<file path="src/rtl/vector_issue_sequencer.sv">
// vector_issue_sequencer: accepts one instruction at a time, decodes it into control strobes
// and steps it across VLEN/LANES beats (one beat for scalar), stalling memory beats on mem_ready_i.
module vector_issue_sequencer #(
    parameter int VLEN  = 16,
    parameter int LANES = 4
) (
    input  logic                     clk,
    input  logic                     rst_n,
    input  logic                     instr_valid_i,
    output logic                     instr_ready_o,
    input  logic [1:0]               op_i,
    input  logic [1:0]               inst_i,
    input  logic                     flagv_i,
    input  logic                     mem_ready_i,
    output logic                     wmem_o,
    output logic                     rmem_o,
    output logic                     wreg_o,
    output logic                     cond_en_o,
    output logic                     jmp_sel_o,
    output logic                     vf_o,
    output logic [1:0]               jmp_f_o,
    output logic [1:0]               rmux_sel_o,
    output logic [2:0]               alu_ins_o,
    output logic [1:0]               extnd_sel_o,
    output logic [$clog2(VLEN)-1:0]  lane_base_o,
    output logic [LANES-1:0]         lane_mask_o,
    output logic                     busy_o,
    output logic                     done_o
);
    localparam int BEATS = VLEN / LANES;
    localparam int IW    = $clog2(VLEN);
    localparam int BW    = (BEATS > 1) ? $clog2(BEATS) : 1;
    localparam logic [1:0] S_IDLE = 2'd0, S_EXEC = 2'd1, S_DONE = 2'd2;

    logic [1:0]    state_q, state_d;
    logic [BW-1:0] beat_q, beat_d;
    logic [1:0]    op_q, op_d, inst_q, inst_d;
    logic          flagv_q, flagv_d;

    always_ff @(posedge clk or negedge rst_n) begin
        if (!rst_n) begin
            state_q <= S_IDLE;
            beat_q  <= '0;
            op_q    <= '0;
            inst_q  <= '0;
            flagv_q <= 1'b0;
        end else begin
            state_q <= state_d;
            beat_q  <= beat_d;
            op_q    <= op_d;
            inst_q  <= inst_d;
            flagv_q <= flagv_d;
        end
    end

    logic jmp, jeq, stl, str, cmpr, cmpi, add, sub, mul, div, ldr, movr, movi;
    assign jmp  = op_q == 2'b00 && inst_q == 2'b00;
    assign jeq  = op_q == 2'b00 && inst_q == 2'b01;
    assign stl  = op_q == 2'b00 && inst_q == 2'b10;
    assign str  = op_q == 2'b01 && inst_q == 2'b00;
    assign cmpr = op_q == 2'b01 && inst_q == 2'b01;
    assign cmpi = op_q == 2'b01 && inst_q == 2'b10;
    assign add  = op_q == 2'b10 && inst_q == 2'b00;
    assign sub  = op_q == 2'b10 && inst_q == 2'b01;
    assign mul  = op_q == 2'b10 && inst_q == 2'b10;
    assign div  = op_q == 2'b10 && inst_q == 2'b11;
    assign ldr  = op_q == 2'b11 && inst_q == 2'b01;
    assign movr = op_q == 2'b11 && inst_q == 2'b10;
    assign movi = op_q == 2'b11 && inst_q == 2'b11;

    logic exec, is_mem, is_vec, last, adv;
    assign exec   = state_q == S_EXEC;
    assign is_mem = str | ldr;
    assign is_vec = flagv_q & (is_mem | add | sub | mul | div);
    assign last   = !is_vec || beat_q == BW'(BEATS - 1);
    // memory beats hold until the memory side acknowledges
    assign adv    = exec && (!is_mem || mem_ready_i);

    always_comb begin
        state_d = state_q;
        beat_d  = beat_q;
        op_d    = op_q;
        inst_d  = inst_q;
        flagv_d = flagv_q;
        case (state_q)
            S_IDLE: if (instr_valid_i) begin
                state_d = S_EXEC;
                beat_d  = '0;
                op_d    = op_i;
                inst_d  = inst_i;
                flagv_d = flagv_i;
            end
            S_EXEC: if (adv) begin
                state_d = last ? S_DONE : S_EXEC;
                beat_d  = last ? '0 : beat_q + 1'b1;
            end
            default: state_d = S_IDLE;
        endcase
    end

    assign instr_ready_o = state_q == S_IDLE;
    assign busy_o        = state_q != S_IDLE;
    assign done_o        = state_q == S_DONE;
    assign wmem_o        = exec & str;
    assign rmem_o        = exec & ldr;
    assign wreg_o        = exec & (ldr | movr | movi | add | sub | mul | div);
    assign cond_en_o     = exec & (cmpr | cmpi);
    assign jmp_sel_o     = exec & (jmp | jeq | stl);
    assign vf_o          = exec & is_vec;
    assign jmp_f_o       = !exec ? 2'b00 : jmp ? 2'b01 : jeq ? 2'b10 : stl ? 2'b11 : 2'b00;
    assign alu_ins_o     = !exec ? 3'b000 : (sub | cmpr | cmpi) ? 3'b001 : mul ? 3'b010 :
                           div ? 3'b011 : (movr | movi) ? 3'b100 : 3'b000;
    assign extnd_sel_o   = !exec ? 2'b00 : (cmpi | movi) ? 2'b01 : (jmp | jeq | stl) ? 2'b10 :
                           is_mem ? 2'b11 : 2'b00;
    assign rmux_sel_o    = !(exec && is_vec) ? 2'b00 : is_mem ? 2'b01 : (add | sub) ? 2'b11 : 2'b10;
    assign lane_base_o   = (exec && is_vec) ? IW'(beat_q) << $clog2(LANES) : '0;
    assign lane_mask_o   = !exec ? '0 : is_vec ? '1 : LANES'(1);
endmodule

</file>
<file path="config.mk">
export PLATFORM = sky130hd
export DESIGN_NAME = vector_issue_sequencer
export DESIGN_NICKNAME = d
export VERILOG_FILES = /design/src/rtl/vector_issue_sequencer.sv
export SDC_FILE = /design/constraint.sdc
export NUM_CORES = 1
export LEC_CHECK = 0
export CAP_MARGIN = 25
export CORE_ASPECT_RATIO = 1.75
export CORE_MARGIN = 10
export CORE_UTILIZATION = 25
export CTS_BUF_LIST = sky130_fd_sc_hd__clkbuf_2
export DETAILED_ROUTE_END_ITERATION = 7
export PLACE_DENSITY = 0.53
export SKIP_CTS_REPAIR_TIMING = 1
export SLEW_MARGIN = 20
export SYNTH_ARGS = -nofsm -noshare
export SYNTH_HDL_FRONTEND = slang
export SYNTH_SLANG_ARGS = --single-unit
</file>
<file path="constraint.sdc">
create_clock -name clk -period 2.55 [get_ports clk]
set_input_delay 0.255 -clock clk [delete_from_list [all_inputs] [get_ports clk]]
set_output_delay 0.255 -clock clk [all_outputs]
set_load 0.005 [all_outputs]
</file>
==> flow_metrics.py <==
metrics = {
    "status": {
        "status": "completed",
    },
    "yosys": {
        "yosys_warnings": 0,
        "ys_ff_latch": 9,
        "ys_seq_area_share_pct": 31.7,
        "ys_types": 36,
        "synth_edf_count": 0,
        "synth_area_per_cell_um2": 8.45,
        "synth_top_flop_cell": "dfrtp_1",
        "synthCells": 84,
        "async_flop_share_pct": 100,
        "synth.cell_area_um2": 709,
    },
    "route": {
        "post-route-drc-count": 0,
        "routed_via_density": 4.83,
        "vias": 672,
        "wl_um": 2060,
        "drtIter0Drc": 5,
        "first_pass_iters": 3,
        "ant_nets": 0,
        "wl_per_cell_um": 14.8,
    },
    "place": {
        "dp_hpwl_um": 1760,
        "io_buffers": 32,
        "gp_congestion": 0.710,
        "dp_slack_ns": 0.482,
    },
    "sta": {
        "finalCritPeriodShare_pct": 91.4,
        "whs_ns": 0.292,
        "fmax_mhz": 429,
        "rsz0062_at_grt": "false",
        "period_needed_ns": 2.33,
        "maxSlewViolCount": 0,
        "setup_ws_ns": 0.219,
        "hold_viol": 0,
        "finalSetupTns_ns": 0,
        "finalClockSkew_ns": 0.00945,
        "setup_viol": 0,
    },
    "floorplanning": {
        "die_area_mm2": 0.00545,
        "core_mm2": 0.00272,
        "placementRows": 25,
        "pin_count": 35,
        "die_x_um": 60.3,
        "die_y_um": 90.5,
        "initial_core_util_pct": 26.1,
    },
    "setup_path": {
        "crit_buf_inv": 2,
        "crit_family": "buffers and inverters",
        "worst_path_max_delay_cell": "dfrtp_1",
        "crit_path_max_fanout": 14,
        "cp.depth": 5,
        "rrSetupSlack_ns": 0.89,
        "worst-setup-path-type": "register to primary output",
        "cp_cell_sequence": "and2b_1, nand2_1, a21oi_1, buf_4, clkdlybuf4s50_1",
        "slowest_delay_ns": 0.54,
        "endpoint_kind": "primary output",
        "crit_path_end": "lane_mask_o[3]",
        "crit_path_start_kind": "register",
        "cp-startpoint": "op_q[1]$_DFFE_PN0P_",
        "r2r-end": "beat_q[1]$_DFFE_PN0P_",
        "arrival_ns": 2.08,
        "cp.required_ns": 2.30,
        "worst-r2r-cell-count": 5,
        "reg2reg_from": "inst_q[0]$_DFFE_PN0P_",
    },
    "flow_run": {
        "cap_viol_max_count": 0,
    },
    "global_route": {
        "grt_max_degree": 15,
        "grt_pass1_vias": 754,
        "grt_use_total_pct": 7.83,
        "antenna_found_initial": 0,
        "overflow": 0,
        "grt_pass1_wl_um": 3410,
    },
    "power": {
        "p_leak_nw": 0.423,
        "p_per_area_mw_per_mm2": 997,
        "ir_drop_mv": 0.476,
    },
    "finish": {
        "antennaDiodeCount": 0,
        "areaGrowthSynthToFinish_pct": 45.9,
        "fill_cells": 300,
        "final_cell_mix": "32 x clkdlybuf4s50_1, 9 x dfrtp_1, 8 x nand2_1",
        "layout_commonest_cell": "clkdlybuf4s50_1",
        "drive_gt1_share_pct": 10.7,
        "final_core_util_pct": 38.0,
        "nets": 123,
    },
    "cts": {
        "h-tree-depth": 1,
        "cts_tree": "yes",
        "cts.sinks": 9,
        "clk_pin_slew_ns": 0.10,
        "cts_max_path_buffers": 2,
        "cts-root-buf": "clkbuf_2",
        "clock_latency_ns": 0.25,
        "cts_buffers": 3,
    },
    "hold_path": {
        "hold_class": "primary input to async pin",
    },
}
-- worst min-delay path by stage --
stage                                startpoint                     to
after floorplan                           rst_n  beat_q[0]$_DFFE_PN0P_
after global placement    beat_q[1]$_DFFE_PN0P_  beat_q[1]$_DFFE_PN0P_
after detailed placement  beat_q[1]$_DFFE_PN0P_  beat_q[1]$_DFFE_PN0P_
after CTS                                 rst_n  inst_q[1]$_DFFE_PN0P_
after global routing                      rst_n  inst_q[1]$_DFFE_PN0P_
final                                     rst_n  inst_q[1]$_DFFE_PN0P_
-- flip-flops by register name (all words and copies together), names as in the netlist --
register,count
op_q,2
state_q,2
beat_q,2
inst_q,2
flagv_q,1
-- logic make-up after synthesis --
family	count (synthesis)	synth area share, %
AOI/OAI and AO/OA	15	15.9
DFF	9	31.7
buffers and inverters	15	12.2
other	1	0.529
muxes	5	7.94
adders and majority gates	1	1.76
and+or+nand+nor	36	27.5
xor gates and xnor gates	2	2.47
-- power breakdown --
| group | switching [mW] | total, mW | internal (mW) | leakage [nW] |
|---|---|---|---|---|
| clock | 0.0515 | 0.0870 | 0.0355 | 0.0164 |
| combinational | 0.276 | 0.609 | 0.333 | 0.294 |
| sequential | 0.133 | 0.336 | 0.203 | 0.112 |
| total | 0.460 | 1.03 | 0.572 | 0.423 |
-- cell usage after synthesis (2+ instances only) --
master,count,share of area [%]
a21oi_1,5,3.5
and2_1,2,1.8
buf_2,3,2.1
buf_4,7,7.4
clkbuf_1,2,1.1
dfrtp_1,9,32
inv_1,2,1.1
mux2_1,5,7.9
nand2_1,8,4.2
nand2b_1,2,1.8
nor2_1,5,2.6
nor2b_1,5,4.4
nor3_1,4,2.8
nor4_1,2,1.8
xor2_1,2,2.5
-- through the flow --
stage	instances	area [um^2]	power, mW
after CTS	139	1030	1.05
after global placement	135	1010	0.943
after global routing	139	1030	1.13
after floorplan	85	713	0.708
after detailed placement	135	1010	0.955
final	139	1030	1.03
-- routing by layer --
metal  up-vias  global-route usage [%]  share of wire [%]
li1        338                       -                  -
met4         0                    4.51                1.9
met5         -                       0                  0
met1       311                    7.19                 35
met3         4                    2.39                7.8
met2        19                    14.0                 56
-- worst register-to-register path, delay by kind of cell, from the launching register on --
kind,cells,cell delay [ns]
xor gates and xnor gates,1,0.17
and+or+nand+nor,2,0.46
AOI/OAI and AO/OA,1,0.27
DFF,1,0.45
buffers and inverters,1,0.19
-- cell type report --
cell class | instances | area, um^2 | area share [%]
Clock buffer | 3 | 15.0 | 1.45
Clock inverter | 1 | 5.00 | 0.484
Inverter | 3 | 11.3 | 1.09
Multi-Input combinational cell | 61 | 402 | 38.8
Sequential cell | 9 | 225 | 21.8
Tap cell | 27 | 33.8 | 3.26
Timing Repair Buffer | 35 | 343 | 33.1
Power figures use the tool's default switching activity.
==> patch (same settings) <==
Set the parameter `LANES` to 8 (it was 4).
--- a/src/rtl/vector_issue_sequencer.sv
+++ b/src/rtl/vector_issue_sequencer.sv
@@ -3,5 +3,5 @@
 module vector_issue_sequencer #(
     parameter int VLEN  = 16,
-    parameter int LANES = 4
+    parameter int LANES = 8
 ) (
     input  logic                     clk,
Ports: changed (resized lane_mask_o); port bits go from 35 to 39. The function was not compared with the original's and may differ.
==> patch against the unedited design <==
Sequential share of layout area shrank 0.80 points; cell count shrank 7.9%; design area is 7.1% lower; first-iteration DRC count rose to 4.0 times the old value; global-route usage barely moved; clock skew fell by 1.1 ps; fmax decreased by 0.53%; total power grew 0.39%; area after synthesis shrank 5.5%; routed wire length shrank 6.2%; worst setup slack worse by 12 ps; critical path depth unchanged; sequential cell count fell by 1; critical path type unchanged; largest power group unchanged.
==> patch: results <==
export IMPL_rr_endpoint="state_q[1]"
export IMPL_cts_htree_levels=1
export IMPL_yosys_cell_types_count=33
export IMPL_yosys_warnings=0
export IMPL_portBuffers=35
export IMPL_top_regs="inst_q (2), op_q (2), state_q (2)"
export IMPL_r2r_cells=5
export IMPL_place_hpwl_mm=1.55
export IMPL_routed_wl_met2_um=954
export IMPL_finalNetCount=113
export IMPL_fin_setup_tns_ps=0
export IMPL_arrival_ps=2090
export IMPL_grt_pass1_vias=676
export IMPL_first_pass_iters=4
export IMPL_wl_met3_um=240
export IMPL_crit_slowest_cell="clkdlybuf4s50_1"
export IMPL_synthFlopType="dfrtp_1"
export IMPL_met1_length_um=698
export IMPL_use_met1_pct=7.71
export IMPL_grt_pass1_wl_mm=3.23
export IMPL_synth_seq_area_share_pct=29.9
export IMPL_cts_buffer_depth=2
export IMPL_ir_drop_v=0.000468
export IMPL_r2r_setup_slack_ps=970
export IMPL_synth_async_reset_ratio_pct=100
export IMPL_grt_use_total_pct=7.81
export IMPL_synth_top_cells_by_count="buf_4, dfrtp_1, nor2_1"
export IMPL_antennaDiodeCount=0
export IMPL_grt_max_degree=13
export IMPL_leakagePower_nw=0.379
export IMPL_skew_ps=8.35
export IMPL_clock_latency_ps=240
export IMPL_wl_per_cell_um=15.1
export IMPL_drtIter0Drc=20
export IMPL_hold_violations=0
export IMPL_netlist_top_cells_area="dfrtp_1, buf_4, mux2_2"
export IMPL_place_gp_congestion=0.748
export IMPL_worstPathMaxFanout=11
export IMPL_cp_start_kind="flip-flop"
export IMPL_hp_class="input port to async pin"
export IMPL_critPathMaxStageDelay_ps=520
export IMPL_use_met2_pct=13.0
export IMPL_clk_pin_slew_worst_paths_ps=90
export IMPL_top_layer_used="met4"
export IMPL_cts_buffers=3
export IMPL_cts_root_buf="clkbuf_2"
export IMPL_drive_gt1_share_pct=14.7
export IMPL_grt_antenna_before_repair=0
export IMPL_status="finished clean"
export IMPL_nFillCells=290
export IMPL_drc=0
export IMPL_r2r_start="op_q[1]"
export IMPL_use_met3_pct=3.73
export IMPL_vias_per_cell=4.82
patch: kinds of logic (layout without fill, tap and decap cells):
group	count (synthesis)	in the layout	share of synthesized area (%)
buffers and inverters	21	43	20.7
DFF	8	8	29.9
and+or+nand+nor	30	30	25.6
muxes	5	5	8.39
xor gates and xnor gates	2	2	2.61
adders and majority gates	1	1	1.49
AOI/OAI and AO/OA	10	10	10.8
other	1	3	0.559
patch: critical path: cells and delay by family, from the launching register on:
| family | cells | cell delay (ps) |
|---|---|---|
| DFF | 1 | 490 |
| AOI/OAI and AO/OA | 1 | 280 |
| buffers and inverters | 2 | 660 |
| and+or+nand+nor | 2 | 410 |
patch: cell type report:
class | instances | share of cell area [%]
Clock buffer | 3 | 1.56
Sequential cell | 8 | 21.0
Timing Repair Buffer | 36 | 37.2
Multi-Input combinational cell | 51 | 35.3
Tap cell | 26 | 3.39
Inverter | 4 | 1.56
patch: metrics by stage:
step | std cells | worst slack (ps) | utilization, % | area (um2) | hold WS [ps]
floorplan | 80 | 1040 | - | 678 | -40.6
global placement | 124 | 420 | 37.2 | 937 | 527
detailed placement | 124 | 370 | 37.2 | 937 | 512
CTS | 127 | 89.6 | 37.7 | 952 | 286
global route | 128 | 18.0 | 38.1 | 961 | 284
finish | 128 | 206 | 38.1 | 961 | 281
patch: worst max-delay path by stage:
stage               startpoint              to  cells past startpoint
floorplan            inst_q[0]  lane_mask_o[1]                      5
global placement       op_q[1]  lane_mask_o[1]                      5
detailed placement     op_q[1]  lane_mask_o[2]                      5
CTS                    op_q[1]  lane_mask_o[2]                      5
global route           op_q[0]  lane_mask_o[2]                      5
finish                 op_q[1]  lane_mask_o[2]                      5
patch: power breakdown:
group          internal (W)  switching [W]
Combinational      0.000374       0.000269
Clock             0.0000321      0.0000462
Sequential         0.000188       0.000127
